===== src/rtl/btn_pkg.sv =====
// btn_pkg: shared definitions for the multi-channel button conditioner.
// Holds the per-channel state encoding (debug visibility) and the default
// parameter values used by btn_channel and btn_conditioner.
package btn_pkg;

   // Channel state as seen from the registered hold counter and synchroniser.
   typedef enum logic [1:0] {
      ST_IDLE   = 2'd0,   // hold counter empty
      ST_ACTIVE = 2'd1,   // button seen pressed, counter loaded
      ST_DECAY  = 2'd2    // button released, counter still running down
   } chan_state_t;

   localparam int DEF_CHANNELS      = 2;
   localparam int DEF_CNT_W         = 4;
   localparam int DEF_HOLD          = 15;
   localparam int DEF_SYNC_STAGES   = 2;
   localparam int DEF_REP_W         = 6;
   localparam int DEF_REPEAT_DELAY  = 40;
   localparam int DEF_REPEAT_PERIOD = 10;

   // Classify a channel: an empty counter is IDLE even while the press is
   // still propagating into it; otherwise the synchronised input decides.
   function automatic chan_state_t chan_state(input logic s, input logic cnt_nz);
      if (!cnt_nz) begin
         return ST_IDLE;
      end else if (s) begin
         return ST_ACTIVE;
      end else begin
         return ST_DECAY;
      end
   endfunction

endpackage


===== src/rtl/btn_channel.sv =====
// btn_channel: one button channel -- input synchroniser, tick-driven hold
// counter that stretches the press, and press/release edge strobes.
// Optional auto-repeat strobes on press when BTN_REPEAT_EN is defined.
module btn_channel
   import btn_pkg::*;
#(
   parameter int CNT_W         = DEF_CNT_W,
   parameter int HOLD          = DEF_HOLD,
   parameter int SYNC_STAGES   = DEF_SYNC_STAGES,
   parameter int REP_W         = DEF_REP_W,
   parameter int REPEAT_DELAY  = DEF_REPEAT_DELAY,
   parameter int REPEAT_PERIOD = DEF_REPEAT_PERIOD
) (
   input  logic i_clk,
   input  logic i_rst_n,
   input  logic i_tick,
   input  logic i_button,
   output logic o_level,
   output logic o_press,
   output logic o_release
);

   localparam logic [CNT_W-1:0] HOLD_V = CNT_W'(HOLD);

   // Elaboration-time parameter sanity checks.
   generate
      if (HOLD < 1 || HOLD > (2 ** CNT_W) - 1) begin : g_bad_hold
         $error("btn_channel: HOLD must be in 1..2^CNT_W-1");
      end
      if (SYNC_STAGES < 0 || SYNC_STAGES > 3) begin : g_bad_sync
         $error("btn_channel: SYNC_STAGES must be in 0..3");
      end
      if (REPEAT_PERIOD < 1 || REPEAT_PERIOD > REPEAT_DELAY ||
          REPEAT_DELAY >= (2 ** REP_W)) begin : g_bad_rep
         $error("btn_channel: need 1 <= REPEAT_PERIOD <= REPEAT_DELAY < 2^REP_W");
      end
   endgenerate

   logic             w_s;
   logic [CNT_W-1:0] r_cnt;
   logic             r_lvl_q;
   logic             w_level;
   logic             w_rep_hit;
   chan_state_t      w_state;

   generate
      if (SYNC_STAGES == 0) begin : g_nosync
         assign w_s = i_button;
      end else begin : g_sync
         logic [SYNC_STAGES-1:0] r_sync;
         // Shift the asynchronous pad level through the synchroniser chain.
         always_ff @(posedge i_clk) begin
            if (!i_rst_n) begin
               r_sync <= '0;
            end else begin
               r_sync <= (r_sync << 1) | SYNC_STAGES'(i_button);
            end
         end
         assign w_s = r_sync[SYNC_STAGES-1];
      end
   endgenerate

   // Reload while pressed (wins over tick); otherwise count down per tick.
   always_ff @(posedge i_clk) begin
      if (!i_rst_n) begin
         r_cnt <= '0;
      end else if (w_s) begin
         r_cnt <= HOLD_V;
      end else if (i_tick && (r_cnt != '0)) begin
         r_cnt <= r_cnt - CNT_W'(1);
      end
   end

   assign w_state = chan_state(w_s, r_cnt != '0);
   assign w_level = (w_state != ST_IDLE);

   // Keep last cycle's level so edges can be detected.
   always_ff @(posedge i_clk) begin
      if (!i_rst_n) begin
         r_lvl_q <= 1'b0;
      end else begin
         r_lvl_q <= w_level;
      end
   end

`ifdef BTN_REPEAT_EN
   localparam logic [REP_W-1:0] REP_DELAY_V  = REP_W'(REPEAT_DELAY);
   localparam logic [REP_W-1:0] REP_RELOAD_V = REP_W'(REPEAT_DELAY - REPEAT_PERIOD);

   logic [REP_W-1:0] r_rep;
   logic [REP_W-1:0] w_rep_inc;

   assign w_rep_inc = r_rep + REP_W'(1);
   // A repeat fires in the cycle whose tick would carry rep onto the delay.
   assign w_rep_hit = w_s & i_tick & (w_rep_inc == REP_DELAY_V);

   // Count ticks of continuous hold; fold back by one period after each repeat.
   always_ff @(posedge i_clk) begin
      if (!i_rst_n) begin
         r_rep <= '0;
      end else if (!w_s) begin
         r_rep <= '0;
      end else if (i_tick) begin
         r_rep <= w_rep_hit ? REP_RELOAD_V : w_rep_inc;
      end
   end
`else
   assign w_rep_hit = 1'b0;
`endif

   assign o_level   = w_level;
   assign o_press   = (w_level & ~r_lvl_q) | w_rep_hit;
   assign o_release = ~w_level & r_lvl_q;

endmodule


===== src/rtl/btn_conditioner.sv =====
// btn_conditioner: N independent button channels sharing one tick strobe.
// Each channel synchronises, stretches and edge-detects its raw pad input.
// Define BTN_REPEAT_EN to add auto-repeat strobes on o_press.
module btn_conditioner
   import btn_pkg::*;
#(
   parameter int CHANNELS      = DEF_CHANNELS,
   parameter int CNT_W         = DEF_CNT_W,
   parameter int HOLD          = DEF_HOLD,
   parameter int SYNC_STAGES   = DEF_SYNC_STAGES,
   parameter int REP_W         = DEF_REP_W,
   parameter int REPEAT_DELAY  = DEF_REPEAT_DELAY,
   parameter int REPEAT_PERIOD = DEF_REPEAT_PERIOD
) (
   input  logic                i_clk,
   input  logic                i_rst_n,
   input  logic                i_tick,
   input  logic [CHANNELS-1:0] i_button_in,
   output logic [CHANNELS-1:0] o_level,
   output logic [CHANNELS-1:0] o_press,
   output logic [CHANNELS-1:0] o_release
);

   generate
      if (CHANNELS < 1 || CHANNELS > 8) begin : g_bad_channels
         $error("btn_conditioner: CHANNELS must be in 1..8");
      end

      for (genvar g = 0; g < CHANNELS; g++) begin : g_ch
         btn_channel #(
            .CNT_W         (CNT_W),
            .HOLD          (HOLD),
            .SYNC_STAGES   (SYNC_STAGES),
            .REP_W         (REP_W),
            .REPEAT_DELAY  (REPEAT_DELAY),
            .REPEAT_PERIOD (REPEAT_PERIOD)
         ) u_ch (
            .i_clk     (i_clk),
            .i_rst_n   (i_rst_n),
            .i_tick    (i_tick),
            .i_button  (i_button_in[g]),
            .o_level   (o_level[g]),
            .o_press   (o_press[g]),
            .o_release (o_release[g])
         );
      end
   endgenerate

endmodule


===== config.mk =====
export PLATFORM = sky130hd
export DESIGN_NAME = btn_conditioner
export DESIGN_NICKNAME = d
export VERILOG_FILES = /design/src/rtl/btn_pkg.sv /design/src/rtl/btn_channel.sv /design/src/rtl/btn_conditioner.sv
export SDC_FILE = /design/constraint.sdc
export NUM_CORES = 1
export LEC_CHECK = 0
export BUFFER_PORTS_ARGS = -buffer_cell sky130_fd_sc_hd__buf_2
export CAP_MARGIN = 20
export CORE_AREA = 2 2 39 41
export DETAILED_ROUTE_END_ITERATION = 6
export DIE_AREA = 0 0 41 43
export HOLD_SLACK_MARGIN = 0.12
export PLACE_DENSITY = 0.75
export SLEW_MARGIN = 20
export SYNTH_ARGS = -nofsm -noshare
export SYNTH_HDL_FRONTEND = slang
export SYNTH_SLANG_ARGS = --single-unit

===== constraint.sdc =====
create_clock -name i_clk -period 2.5 [get_ports i_clk]
set_input_delay 0.5 -clock i_clk [delete_from_list [all_inputs] [get_ports i_clk]]
set_output_delay 0.5 -clock i_clk [all_outputs]
set_load 0.02 [all_outputs]

==> run metrics <==
status complete, no violations; setup TNS 0 ps; count of different cell masters after synthesis 22; post-DP HPWL 749.4 um; leak pwr 0.3213 nW; row cnt 14; VDD IR max 654.1 uV; via/cell ratio 5.130; wire per inst 11.21 um; cts repair resizes 0; M2 GR Usage 22.81%; top post-synthesis cells by count dfxtp_1 (14), buf_4 (6), nor2_1 (6); Global Route met3 Usage 4.712%; vias in the first global route 445; Worst Tran Pin Value 291.7 ps; Starting Density 50.36%; Net Count, Synth 77; routing usage on met1 20.07%; Post CTS Setup Buffer Count 0; H-tree levels 1; cell depth of the worst flop-to-flop path 6; Slew Viols, Final 0; Most used DFF post-synth dfxtp_1; Num CTS Buffers 3; final wirelength 1031 um; GRT Max-Usage Layer met2; clock tree buffer depth 2; CTS Sinks 14; Final Setup Violations 0; EDFF count, synth 0; post-synth design cell area 696.9 sq um; root buffer cell clkbuf_4; grt total ovfl 0; clock skew 8.055 ps; dpl cell area 713.2 sq um; WP data arrival 1490 ps; yosys warns 0; syn avg cell area 9.956 sq um; cell taking the most area after synthesis dfxtp_1; Async SR Flop Fraction 0%; Cells after DPL 88; DRC viols 0; Multi-input gate area 340.3 sq um; class of the worst hold path in2reg; post-route core utilization 54.16%; slew margin rel. 80.28%; RSZ-0062 raised after global routing no; register area share after synthesis 40.22%; Ports 11; cts hold-fix bufs 0; Core Box Area 0.001384 sq mm; initial antenna violation count 0; CP Launch Type register; Starting DRT DRC Count 4; gr usage total 15.55%; first-pass GRT wire length 1835 um; reg-to-reg critical path startpoint g_ch[0].u_ch.r_cnt[0]; Synth-to-Final Area Change 7.540%; Setup Crit Path Kind reg2out; Seq. cell area 280.3 sq um; Port Buf Inserts 10; top-area cell type share of the netlist area 40.22%; pin count of the biggest net entering global routing 15; Power Dens Cells 844.3 mW/mm^2; Worst Setup SP g_ch[0].u_ch.r_cnt[0]; hold depth 2; Routed Antenna Nets 0; Max-Cap Viols 0; Cells after Synth 70; FMAX 0.5021 GHz; non-filler cells, final 92; Worst Path Required 2000 ps; worst hold start i_button_in[0]; CP Max Fanout 4; Hold Violations, Final 0; die height 43 um; Final Instance Area 749.5 sq um; Final min period 1992 ps; Final period util 79.66%; first-pass iteration count of the detailed router 2; layout cells sized above 1 36.84%; die width 41 um; most instantiated library cell after synthesis dfxtp_1; FF+latch count, synth 14; Worst-path clk slew 90 ps; CP endpoint kind output port; Area contributors post-synth dfxtp_1 (40%), buf_4 (6.5%), nor3b_4 (5.4%); vias 472; Fill cells 139; Routability Congestion 0.7194; CTS tree done; Die Area 0.001763 sq mm; clock latency on the worst-skew pair 270 ps; Nets 84; # diodes 0
cell usage in the layout, fill, tap and decap left out, types with 3 or more instances in the layout:
cell / synthesis / layout
and2_2: 4 / 4
nor2_1: 6 / 6
clkbuf_4: 0 / 3
inv_1: 4 / 4
buf_2: 1 / 10
and2_1: 4 / 4
dfxtp_1: 14 / 14
o31a_1: 4 / 4
final timing paths:
check / end / slack (ps)
hold / removal: g_ch[0].u_ch.g_sync.r_sync[0] / 430
setup / recovery: o_release[0] / 510
setup reg to reg: g_ch[0].u_ch.r_cnt[0] / 970
hold reg to reg: g_ch[1].u_ch.g_sync.r_sync[1] / 440
logic make-up (layout without fill, tap and decap cells):
group | Yosys count | in the layout | share of synthesized area [%]
fa+ha+maj | 2 | 2 | 3.590
mux | 2 | 2 | 3.231
flops | 14 | 14 | 40.22
compound gates | 14 | 14 | 14.36
simple gates | 24 | 24 | 27.65
buf+inv | 14 | 20 | 10.95
report_power, final:
group	leakage [nW]	internal (mW)	switching, mW
Sequential	0.116	0.250	0.0216
Combinational	0.184	0.0959	0.107
Clock	0.0210	0.0884	0.0697
critical path, stage by stage (launching register included):
cell and delay, ps:
dfxtp_1 320, inv_1 100, ha_1 210, nor3b_4 260, and2_2 170, buf_2 150
layer usage:
metal,vias to the layer above,part of all wire (%)
li1,248,-
met1,212,50
met2,10,45
met3,2,4.2
met4,0,0.87
met5,-,0
metrics by stage:
step | hold WS (ps) | power [mW] | worst slack, ps
after floorplan | 411.8 | 0.4669 | 934.1
after CTS | 420.3 | 0.6422 | 488.1
after global placement | 415.6 | 0.4747 | 827.5
final | 425.3 | 0.6328 | 508.4
after global routing | 409.2 | 0.6815 | 386.3
after detailed placement | 421.7 | 0.4807 | 823.2
sequential cells by signal, indices dropped and copies added (netlist names):
register / count
g_ch.u_ch.r_cnt: 8
g_ch.u_ch.g_sync.r_sync: 4
g_ch.u_ch.r_lvl_q: 2
area by class of cell:
type | count | share of cell area [%]
inverters | 6 | 3.005
clock buffers | 4 | 4.841
well taps | 16 | 2.671
multi-input cells | 42 | 45.41
repair buffers | 10 | 6.678
flip-flops and latches | 14 | 37.40
No activity file was read; power rests on OpenSTA's default activity.
